<file path="src/rtl/mem_lsu_pkg.sv">
// Shared constants, state encoding and request-legality helper for the MEM-stage load/store unit.
package mem_lsu_pkg;

   localparam int unsigned DATA_WIDTH = 32;
   localparam int unsigned ADDR_WIDTH = 32;

   localparam logic [2:0] F3_B  = 3'b000;
   localparam logic [2:0] F3_H  = 3'b001;
   localparam logic [2:0] F3_W  = 3'b010;
   localparam logic [2:0] F3_BU = 3'b100;
   localparam logic [2:0] F3_HU = 3'b101;

   typedef enum logic [1:0] {
      ST_IDLE        = 2'd0,
      ST_LOAD_DONE   = 2'd1,
      ST_STORE_MERGE = 2'd2
   } state_e;

   // True when a request must be dropped with a misalign pulse instead of touching memory.
   function automatic logic is_illegal(input logic rd, input logic wr,
                                       input logic [2:0] f3, input logic [1:0] lo);
      logic ill;
      ill = 1'b0;
      if (rd && wr) ill = 1'b1;
      if (f3 == 3'b011 || f3 == 3'b110 || f3 == 3'b111) ill = 1'b1;
      if (wr && (f3 == F3_BU || f3 == F3_HU)) ill = 1'b1;
      if ((f3 == F3_H || f3 == F3_HU) && lo[0]) ill = 1'b1;
      if (f3 == F3_W && lo != 2'b00) ill = 1'b1;
      return ill;
   endfunction

endpackage

</file>
<file path="src/rtl/mem_lsu_if.sv">
// Word-wide data memory port between the load/store unit and the memory.
interface mem_lsu_if;
   import mem_lsu_pkg::*;

   logic [ADDR_WIDTH-1:0] mem_addr;
   logic                  mem_we;
   logic [DATA_WIDTH-1:0] mem_wdata;
   logic [DATA_WIDTH-1:0] mem_rdata;

   modport master (output mem_addr, output mem_we, output mem_wdata, input mem_rdata);
   modport slave  (input mem_addr, input mem_we, input mem_wdata, output mem_rdata);
endinterface

</file>
<file path="src/rtl/lsu_lane_align.sv">
// Byte-lane logic: load extract/extend and sub-word store merge into a full word.
module lsu_lane_align
   import mem_lsu_pkg::*;
(
   input  logic [DATA_WIDTH-1:0] word_i,
   input  logic [1:0]            off_i,
   input  logic [2:0]            funct3_i,
   input  logic [DATA_WIDTH-1:0] sdata_i,
   output logic [DATA_WIDTH-1:0] load_o,
   output logic [DATA_WIDTH-1:0] merge_o
);

   logic [7:0]  byte_sel;
   logic [15:0] half_sel;

   always_comb begin
      byte_sel = word_i[{off_i, 3'b000} +: 8];
      half_sel = word_i[{off_i[1], 4'b0000} +: 16];
      load_o   = word_i;
      unique case (funct3_i)
         F3_B:    load_o = {{24{byte_sel[7]}}, byte_sel};
         F3_BU:   load_o = {24'd0, byte_sel};
         F3_H:    load_o = {{16{half_sel[15]}}, half_sel};
         F3_HU:   load_o = {16'd0, half_sel};
         default: load_o = word_i;
      endcase
   end

   // Replace only the addressed lane(s) of the word read back from memory.
   always_comb begin
      merge_o = word_i;
      unique case (funct3_i)
         F3_B:    merge_o[{off_i, 3'b000} +: 8]     = sdata_i[7:0];
         F3_H:    merge_o[{off_i[1], 4'b0000} +: 16] = sdata_i[15:0];
         default: merge_o = sdata_i;
      endcase
   end

endmodule

</file>
<file path="src/rtl/mem_lsu.sv">
// MEM-stage load/store unit: word accesses, read-modify-write sub-word stores, pipeline stall.
module mem_lsu
   import mem_lsu_pkg::*;
(
   input  logic                  clk,
   input  logic                  rst,
   input  logic                  memread_m,
   input  logic                  memwrite_m,
   input  logic [2:0]            funct3_m,
   input  logic [ADDR_WIDTH-1:0] addr_m,
   input  logic [DATA_WIDTH-1:0] wdata_m,
   output logic                  stall_m,
   output logic                  load_valid_m,
   output logic [DATA_WIDTH-1:0] load_data_m,
   output logic                  misalign_m,
   mem_lsu_if.master             mem
);

   state_e                state_q, state_d;
   logic [ADDR_WIDTH-1:0] addr_q, addr_d;
   logic [2:0]            funct3_q, funct3_d;
   logic [DATA_WIDTH-1:0] wdata_q, wdata_d;
   logic [DATA_WIDTH-1:0] rword_q, rword_d;
   logic [DATA_WIDTH-1:0] load_ext;
   logic [DATA_WIDTH-1:0] store_merged;
   logic                  req;

   lsu_lane_align u_align (
      .word_i   (rword_q),
      .off_i    (addr_q[1:0]),
      .funct3_i (funct3_q),
      .sdata_i  (wdata_q),
      .load_o   (load_ext),
      .merge_o  (store_merged)
   );

   always_comb begin
      state_d       = state_q;
      addr_d        = addr_q;
      funct3_d      = funct3_q;
      wdata_d       = wdata_q;
      rword_d       = rword_q;
      stall_m       = 1'b0;
      load_valid_m  = 1'b0;
      load_data_m   = '0;
      misalign_m    = 1'b0;
      mem.mem_addr  = {addr_m[ADDR_WIDTH-1:2], 2'b00};
      mem.mem_we    = 1'b0;
      mem.mem_wdata = '0;
      req           = memread_m | memwrite_m;

      unique case (state_q)
         ST_IDLE: begin
            if (req && is_illegal(memread_m, memwrite_m, funct3_m, addr_m[1:0])) begin
               misalign_m = 1'b1;
            end else if (req) begin
               addr_d   = addr_m;
               funct3_d = funct3_m;
               wdata_d  = wdata_m;
               if (memwrite_m && funct3_m == F3_W) begin
                  mem.mem_we    = 1'b1;
                  mem.mem_wdata = wdata_m;
               end else begin
                  // Loads and sub-word stores both need the current word first.
                  stall_m = 1'b1;
                  rword_d = mem.mem_rdata;
                  state_d = memread_m ? ST_LOAD_DONE : ST_STORE_MERGE;
               end
            end
         end
         ST_LOAD_DONE: begin
            mem.mem_addr = {addr_q[ADDR_WIDTH-1:2], 2'b00};
            load_valid_m = 1'b1;
            load_data_m  = load_ext;
            state_d      = ST_IDLE;
         end
         ST_STORE_MERGE: begin
            mem.mem_addr  = {addr_q[ADDR_WIDTH-1:2], 2'b00};
            mem.mem_we    = 1'b1;
            mem.mem_wdata = store_merged;
            state_d       = ST_IDLE;
         end
         default: state_d = ST_IDLE;
      endcase

      // Reset silences every output in the same cycle, including an in-flight write.
      if (rst) begin
         stall_m       = 1'b0;
         load_valid_m  = 1'b0;
         load_data_m   = '0;
         misalign_m    = 1'b0;
         mem.mem_addr  = '0;
         mem.mem_we    = 1'b0;
         mem.mem_wdata = '0;
      end
   end

   always_ff @(posedge clk) begin
      if (rst) begin
         state_q  <= ST_IDLE;
         addr_q   <= '0;
         funct3_q <= '0;
         wdata_q  <= '0;
         rword_q  <= '0;
      end else begin
         state_q  <= state_d;
         addr_q   <= addr_d;
         funct3_q <= funct3_d;
         wdata_q  <= wdata_d;
         rword_q  <= rword_d;
      end
   end

endmodule

</file>
<file path="src/flat_wrapper.sv">
// flat-port wrapper written by rule: the top's interface ports become plain ports
module mem_lsu_flat import mem_lsu_pkg::*;
  (clk, rst, memread_m, memwrite_m, funct3_m, addr_m, wdata_m, stall_m, load_valid_m, load_data_m, misalign_m, mem_mem_addr, mem_mem_we, mem_mem_wdata, mem_mem_rdata);
  mem_lsu_if mem_i ();
  input  logic clk;
  input  logic rst;
  input  logic memread_m;
  input  logic memwrite_m;
  input  logic [2:0] funct3_m;
  input  logic [ADDR_WIDTH-1:0] addr_m;
  input  logic [DATA_WIDTH-1:0] wdata_m;
  output logic stall_m;
  output logic load_valid_m;
  output logic [DATA_WIDTH-1:0] load_data_m;
  output logic misalign_m;
  output wire logic [$bits(mem_i.mem_addr)-1:0] mem_mem_addr;
  output wire logic [$bits(mem_i.mem_we)-1:0] mem_mem_we;
  output wire logic [$bits(mem_i.mem_wdata)-1:0] mem_mem_wdata;
  input wire logic [$bits(mem_i.mem_rdata)-1:0] mem_mem_rdata;
  assign mem_mem_addr = mem_i.mem_addr;
  assign mem_mem_we = mem_i.mem_we;
  assign mem_mem_wdata = mem_i.mem_wdata;
  assign mem_i.mem_rdata = mem_mem_rdata;
  mem_lsu u_core (.clk(clk), .rst(rst), .memread_m(memread_m), .memwrite_m(memwrite_m), .funct3_m(funct3_m), .addr_m(addr_m), .wdata_m(wdata_m), .stall_m(stall_m), .load_valid_m(load_valid_m), .load_data_m(load_data_m), .misalign_m(misalign_m), .mem(mem_i));
endmodule
</file>
<file path="config.mk">
export PLATFORM = sky130hd
export DESIGN_NAME = mem_lsu_flat
export DESIGN_NICKNAME = d
export VERILOG_FILES = /design/src/rtl/mem_lsu_pkg.sv /design/src/rtl/mem_lsu_if.sv /design/src/rtl/lsu_lane_align.sv /design/src/rtl/mem_lsu.sv /design/src/flat_wrapper.sv
export SDC_FILE = /design/constraint.sdc
export NUM_CORES = 1
export LEC_CHECK = 0
export ABC_AREA = 1
export BUFFER_PORTS_ARGS = -buffer_cell sky130_fd_sc_hd__buf_2
export CORE_ASPECT_RATIO = 1.2
export CORE_MARGIN = 4
export CORE_UTILIZATION = 49
export DETAILED_ROUTE_END_ITERATION = 7
export GPL_TIMING_DRIVEN = 0
export PLACE_DENSITY_LB_ADDON = 0.12
export SYNTH_ARGS = -nofsm -noshare
export SYNTH_HDL_FRONTEND = slang
export SYNTH_HIERARCHICAL = 1
export SYNTH_SLANG_ARGS = --single-unit
</file>
<file path="constraint.sdc">
create_clock -name clk -period 1.89 [get_ports clk]
set_input_delay 0.0945 -clock clk [delete_from_list [all_inputs] [get_ports clk]]
set_output_delay 0.0945 -clock clk [all_outputs]
set_load 0.01 [all_outputs]
</file>
==> impl_summary.md <==
Min path
Along the worst hold path, the cell count comes to 3. The startpoint of the tightest hold check path is wdata_m[20]. The path with the worst hold slack has its endpoint at u_core/wdata_q[20]$_SDFFE_PP0P_.

The path type of the worst min-delay path is in -> reg.

Drt
The average routed wire per standard cell is ~17 microns. The first-pass detailed-route iteration total is 5. The total via count after detailed routing is ~10000. Once detail routing completed, the nets flagged for antenna violations numbered 0. Using the TritonRoute via totals, the vias-per-cell ratio works out to about 5.4. Wires add up to around 32 mm. The DRC violation count after routing is 0.

The first routing iteration left 849 violations.

Clock network
The number of H-tree levels is 3. The clock-pin slew of the registers on the worst-case setup and hold paths is approximately 0.09 ns. The number of buffers created by CTS is 9. The clock insertion delay at the later pin of the skew report is ~0.37 ns. The tree is rooted in a sky130_fd_sc_hd__clkbuf_16.

Counting along the longest clock path gives a buffer depth of 2. TritonCTS built the clock tree. CTS saw ~100 sinks.

STA
After layout, the worst path uses 121.8% of the clock period. Setup violations remaining at the end of the flow were counted as 64. The count of endpoints failing hold in the final timing report was 0. For the finished layout, the period the worst path requires is 2.303 ns. The worst-case headroom to the max-slew limit is approximately 37%. Across all hold checks on the routed design, the worst slack comes to 0.006720 ns. Setup repair after global routing could not meet its margin everywhere. The total negative setup slack is -15.22 ns. The number of slew-limit violations in the final report came to 0. The setup slack of the critical path after layout is -0.4127 ns.

The peak clock frequency supported by timing is 0.4343 GHz. At the pin with the least slew margin, the transition time is between 0.9 and 1 ns. The worst-case clock skew is approximately 0.012 ns.

Synthesis
Yosys mapped the design onto 25 distinct sky130hd cell types. The flip-flop and latch count after synthesis is 101. The average cell area after synthesis is roughly 5.6 sq um. Summing every instance area after synthesis gives a little under 8000 sq um. Sequential cells were found to cover 25.88% of the synthesized design area. The cell count after synthesis is about 1400. Yosys printed 6 warnings.

Placement
The count of input and output buffers is 200. Detailed placement ended at an HPWL of around 24 mm. At the end of routability-driven placement, the weighted congestion stood at slightly above 1. After detailed placement, the total cell area comes to slightly above 9000 sq um.

Final layout
From synthesis to final layout, the design area changed by 36.60%. With fillers left out, the area of the finished cells amounts to 10670 sq um. Across the whole layout, storage elements account for just over 2000 sq um. In the final layout, the share of cells above drive strength 1 is between 20 and 30%. The count of filler cells inserted in the layout is roughly 1500. The number of nets in the finished design is ~1800. The most common cell after layout, fill and taps aside is sky130_fd_sc_hd__nand2_1. Leaving out fill and tap cells, the most frequent cells in the layout are sky130_fd_sc_hd__nand2_1, sky130_fd_sc_hd__buf_2, sky130_fd_sc_hd__nor2_1, sky130_fd_sc_hd__inv_1, sky130_fd_sc_hd__nand3_1. The final core utilization is 68.22%. The number of diodes added for antenna fixing is 0. The total area of multi-input combinational cells is approximately 5100 sq um.

Setup path
The depth of the worst register-to-register path is 9. The launching element type of the critical path is a register. In this run the critical register-to-register path is launched from u_core/state_q[1]$_SDFFE_PP0P_. Across all register-to-register paths, the minimum setup slack is 0.12 ns. The capturing point of the worst reg2reg path is u_core/addr_q[22]$_SDFFE_PP0P_. The sort of element at the end of the critical path is a primary output. STA puts the critical path data arrival time at around 2.2 ns. STA puts the critical path data required time at 1.80 ns. Along the worst path, the maximum fanout reaches 7. The critical path is of the reg -> out type.

GRT
The layer flagged by global routing as most heavily used is met2. For this run the aggregate overflow at the end of global routing stands at 0. Global routing consumed, on the met1 layer, between 40% and 50% of the routing resources.

The met2 layer usage reported by global route is a little under 60%. The all-layer global routing usage is 34.56%. The via count of the first global-routing pass is roughly 9500. The met3 capacity usage during global routing is ~5.9%.

The initial antenna violation count is 0. The global-route wire length before repair is 49.20 mm. Entering global routing, the biggest net connects 21 pins.

Die
The die width is between 100 and 150 microns. The cell row count is 50. The die footprint is 18030 sq um. The initial standard-cell utilization of the core is 49.94%.

The total area inside the core boundary comes to 15640 sq um. The die is about 150 microns tall. The total I/O pin count is about 200.

Power and ir drop
The peak supply drop is approximately 0.00052 V. Dividing total power by cell area gives a power density of 743.6 nW/um^2. Summed over all cells, the static leakage comes to between 0.005 and 0.006 uW. The completed layout was analyzed and its total power is 7934 uW.

Run status
The flow ran to the end, but the final reports show violations. The checks that failed: setup timing.

Flow run
The count of max-cap constraint violations is 0.
## how the worst max path moves through the flow
stage / slack [ns] / from / endpoint
after global routing: -0.51 / u_core/addr_q[1]$_SDFFE_PP0P_ / mem_mem_wdata[8]
after floorplan: 0.005 / u_core/addr_q[1]$_SDFFE_PP0P_ / mem_mem_wdata[25]
after CTS: -0.39 / u_core/addr_q[1]$_SDFFE_PP0P_ / mem_mem_wdata[8]
after detailed placement: -0.45 / u_core/addr_q[1]$_SDFFE_PP0P_ / mem_mem_wdata[3]
after global placement: -0.48 / u_core/addr_q[1]$_SDFFE_PP0P_ / mem_mem_wdata[31]
final: -0.41 / u_core/addr_q[1]$_SDFFE_PP0P_ / mem_mem_wdata[26]
## where the power goes
part           switching [uW]  total, uW  leakage (uW)  internal (uW)
Sequential                280       2640      0.000833           2360
Clock                     981       1920      0.000144            942
Combinational            2090       3370       0.00417           1290
## registers in the layout, indices dropped and copies added, names as in the netlist
signal	cells
u_core/funct3_q	3
u_core/rword_q	32
u_core/wdata_q	32
u_core/addr_q	32
u_core/state_q	2
## area by class of cell
| cell class | instances | area share, % |
|---|---|---|
| Multi-Input combinational cell | 1012 | 47.60 |
| Sequential cell | 101 | 19.04 |
| Timing Repair Buffer | 255 | 14.46 |
| Buffer | 108 | 6.907 |
| Inverter | 182 | 6.719 |
| Tap cell | 208 | 2.439 |
| Clock buffer | 9 | 2.111 |
| Clock inverter | 7 | 0.7270 |
## cell families after synthesis
group	synth area share [%]
simple gates	40.61
buf+inv	15.84
compound gates	16.34
flops	25.89
fa+ha+maj	1.281
other cells	0.04801
## metrics by stage
step	instances	worst slack (ns)
floorplan	1408	0.004875
detailed placement	1816	-0.4510
CTS	1876	-0.3881
global placement	1816	-0.4790
finish	1882	-0.4127
global route	1882	-0.5059
## metal layers
metal  vias up  routed length (microns)
met1      4574                    12660
met2       459                    15000
met4         0                     1419
li1       4996                        -
met3        73                     2953
met5         -                        0
## cells in the mapped netlist
cell type | count | area, sq um
sky130_fd_sc_hd__inv_2 | 23 | 86.33
sky130_fd_sc_hd__buf_1 | 9 | 33.78
sky130_fd_sc_hd__nand4_1 | 41 | 256.5
sky130_fd_sc_hd__buf_2 | 41 | 205.2
sky130_fd_sc_hd__nand2_2 | 2 | 12.51
sky130_fd_sc_hd__clkbuf_1 | 49 | 183.9
sky130_fd_sc_hd__nand3_1 | 155 | 775.7
sky130_fd_sc_hd__nor3_2 | 1 | 10.01
sky130_fd_sc_hd__buf_6 | 6 | 67.56
sky130_fd_sc_hd__nor2_2 | 5 | 31.28
sky130_fd_sc_hd__nand3_2 | 4 | 40.04
sky130_fd_sc_hd__a21oi_1 | 120 | 600.6
sky130_fd_sc_hd__dfxtp_1 | 101 | 2022
sky130_fd_sc_hd__nor2_1 | 206 | 773.2
sky130_fd_sc_hd__inv_4 | 1 | 6.260
sky130_fd_sc_hd__ha_1 | 8 | 100.1
sky130_fd_sc_hd__buf_4 | 8 | 60.06
sky130_fd_sc_hd__nand2_4 | 1 | 11.26
sky130_fd_sc_hd__conb_1 | 1 | 3.750
sky130_fd_sc_hd__o21ai_0 | 105 | 525.5
sky130_fd_sc_hd__nand2_1 | 330 | 1239
sky130_fd_sc_hd__nor2_4 | 2 | 22.52
sky130_fd_sc_hd__clkinv_2 | 1 | 5.000
sky130_fd_sc_hd__inv_1 | 157 | 589.3
sky130_fd_sc_hd__o21ai_1 | 30 | 150.1
## worst max-delay path: stages, from the launching register on
cell and delay [ns]:
sky130_fd_sc_hd__dfxtp_4 0.38, sky130_fd_sc_hd__buf_6 0.12, sky130_fd_sc_hd__inv_8 0.03, sky130_fd_sc_hd__buf_8 0.13, sky130_fd_sc_hd__ha_4 0.24, sky130_fd_sc_hd__clkbuf_16 0.17, sky130_fd_sc_hd__buf_8 0.14, sky130_fd_sc_hd__o21ai_1 0.12
sky130_fd_sc_hd__nand2_1 0.08, sky130_fd_sc_hd__nand2_1 0.08, sky130_fd_sc_hd__nand2_1 0.06, sky130_fd_sc_hd__a21oi_2 0.13, sky130_fd_sc_hd__buf_2 0.16
## what timing repair did
item | CTS | global route
resized for setup | 164 | 74
pin swaps | 67 | 28
hold buffers | 22 | 0
endpoints found under the hold margin | 22 | 0
endpoints found under the setup margin | 127 | 88
gates cloned | 6 | 1
setup buffers | 21 | 8
No activity file was read; power rests on OpenSTA's default activity.
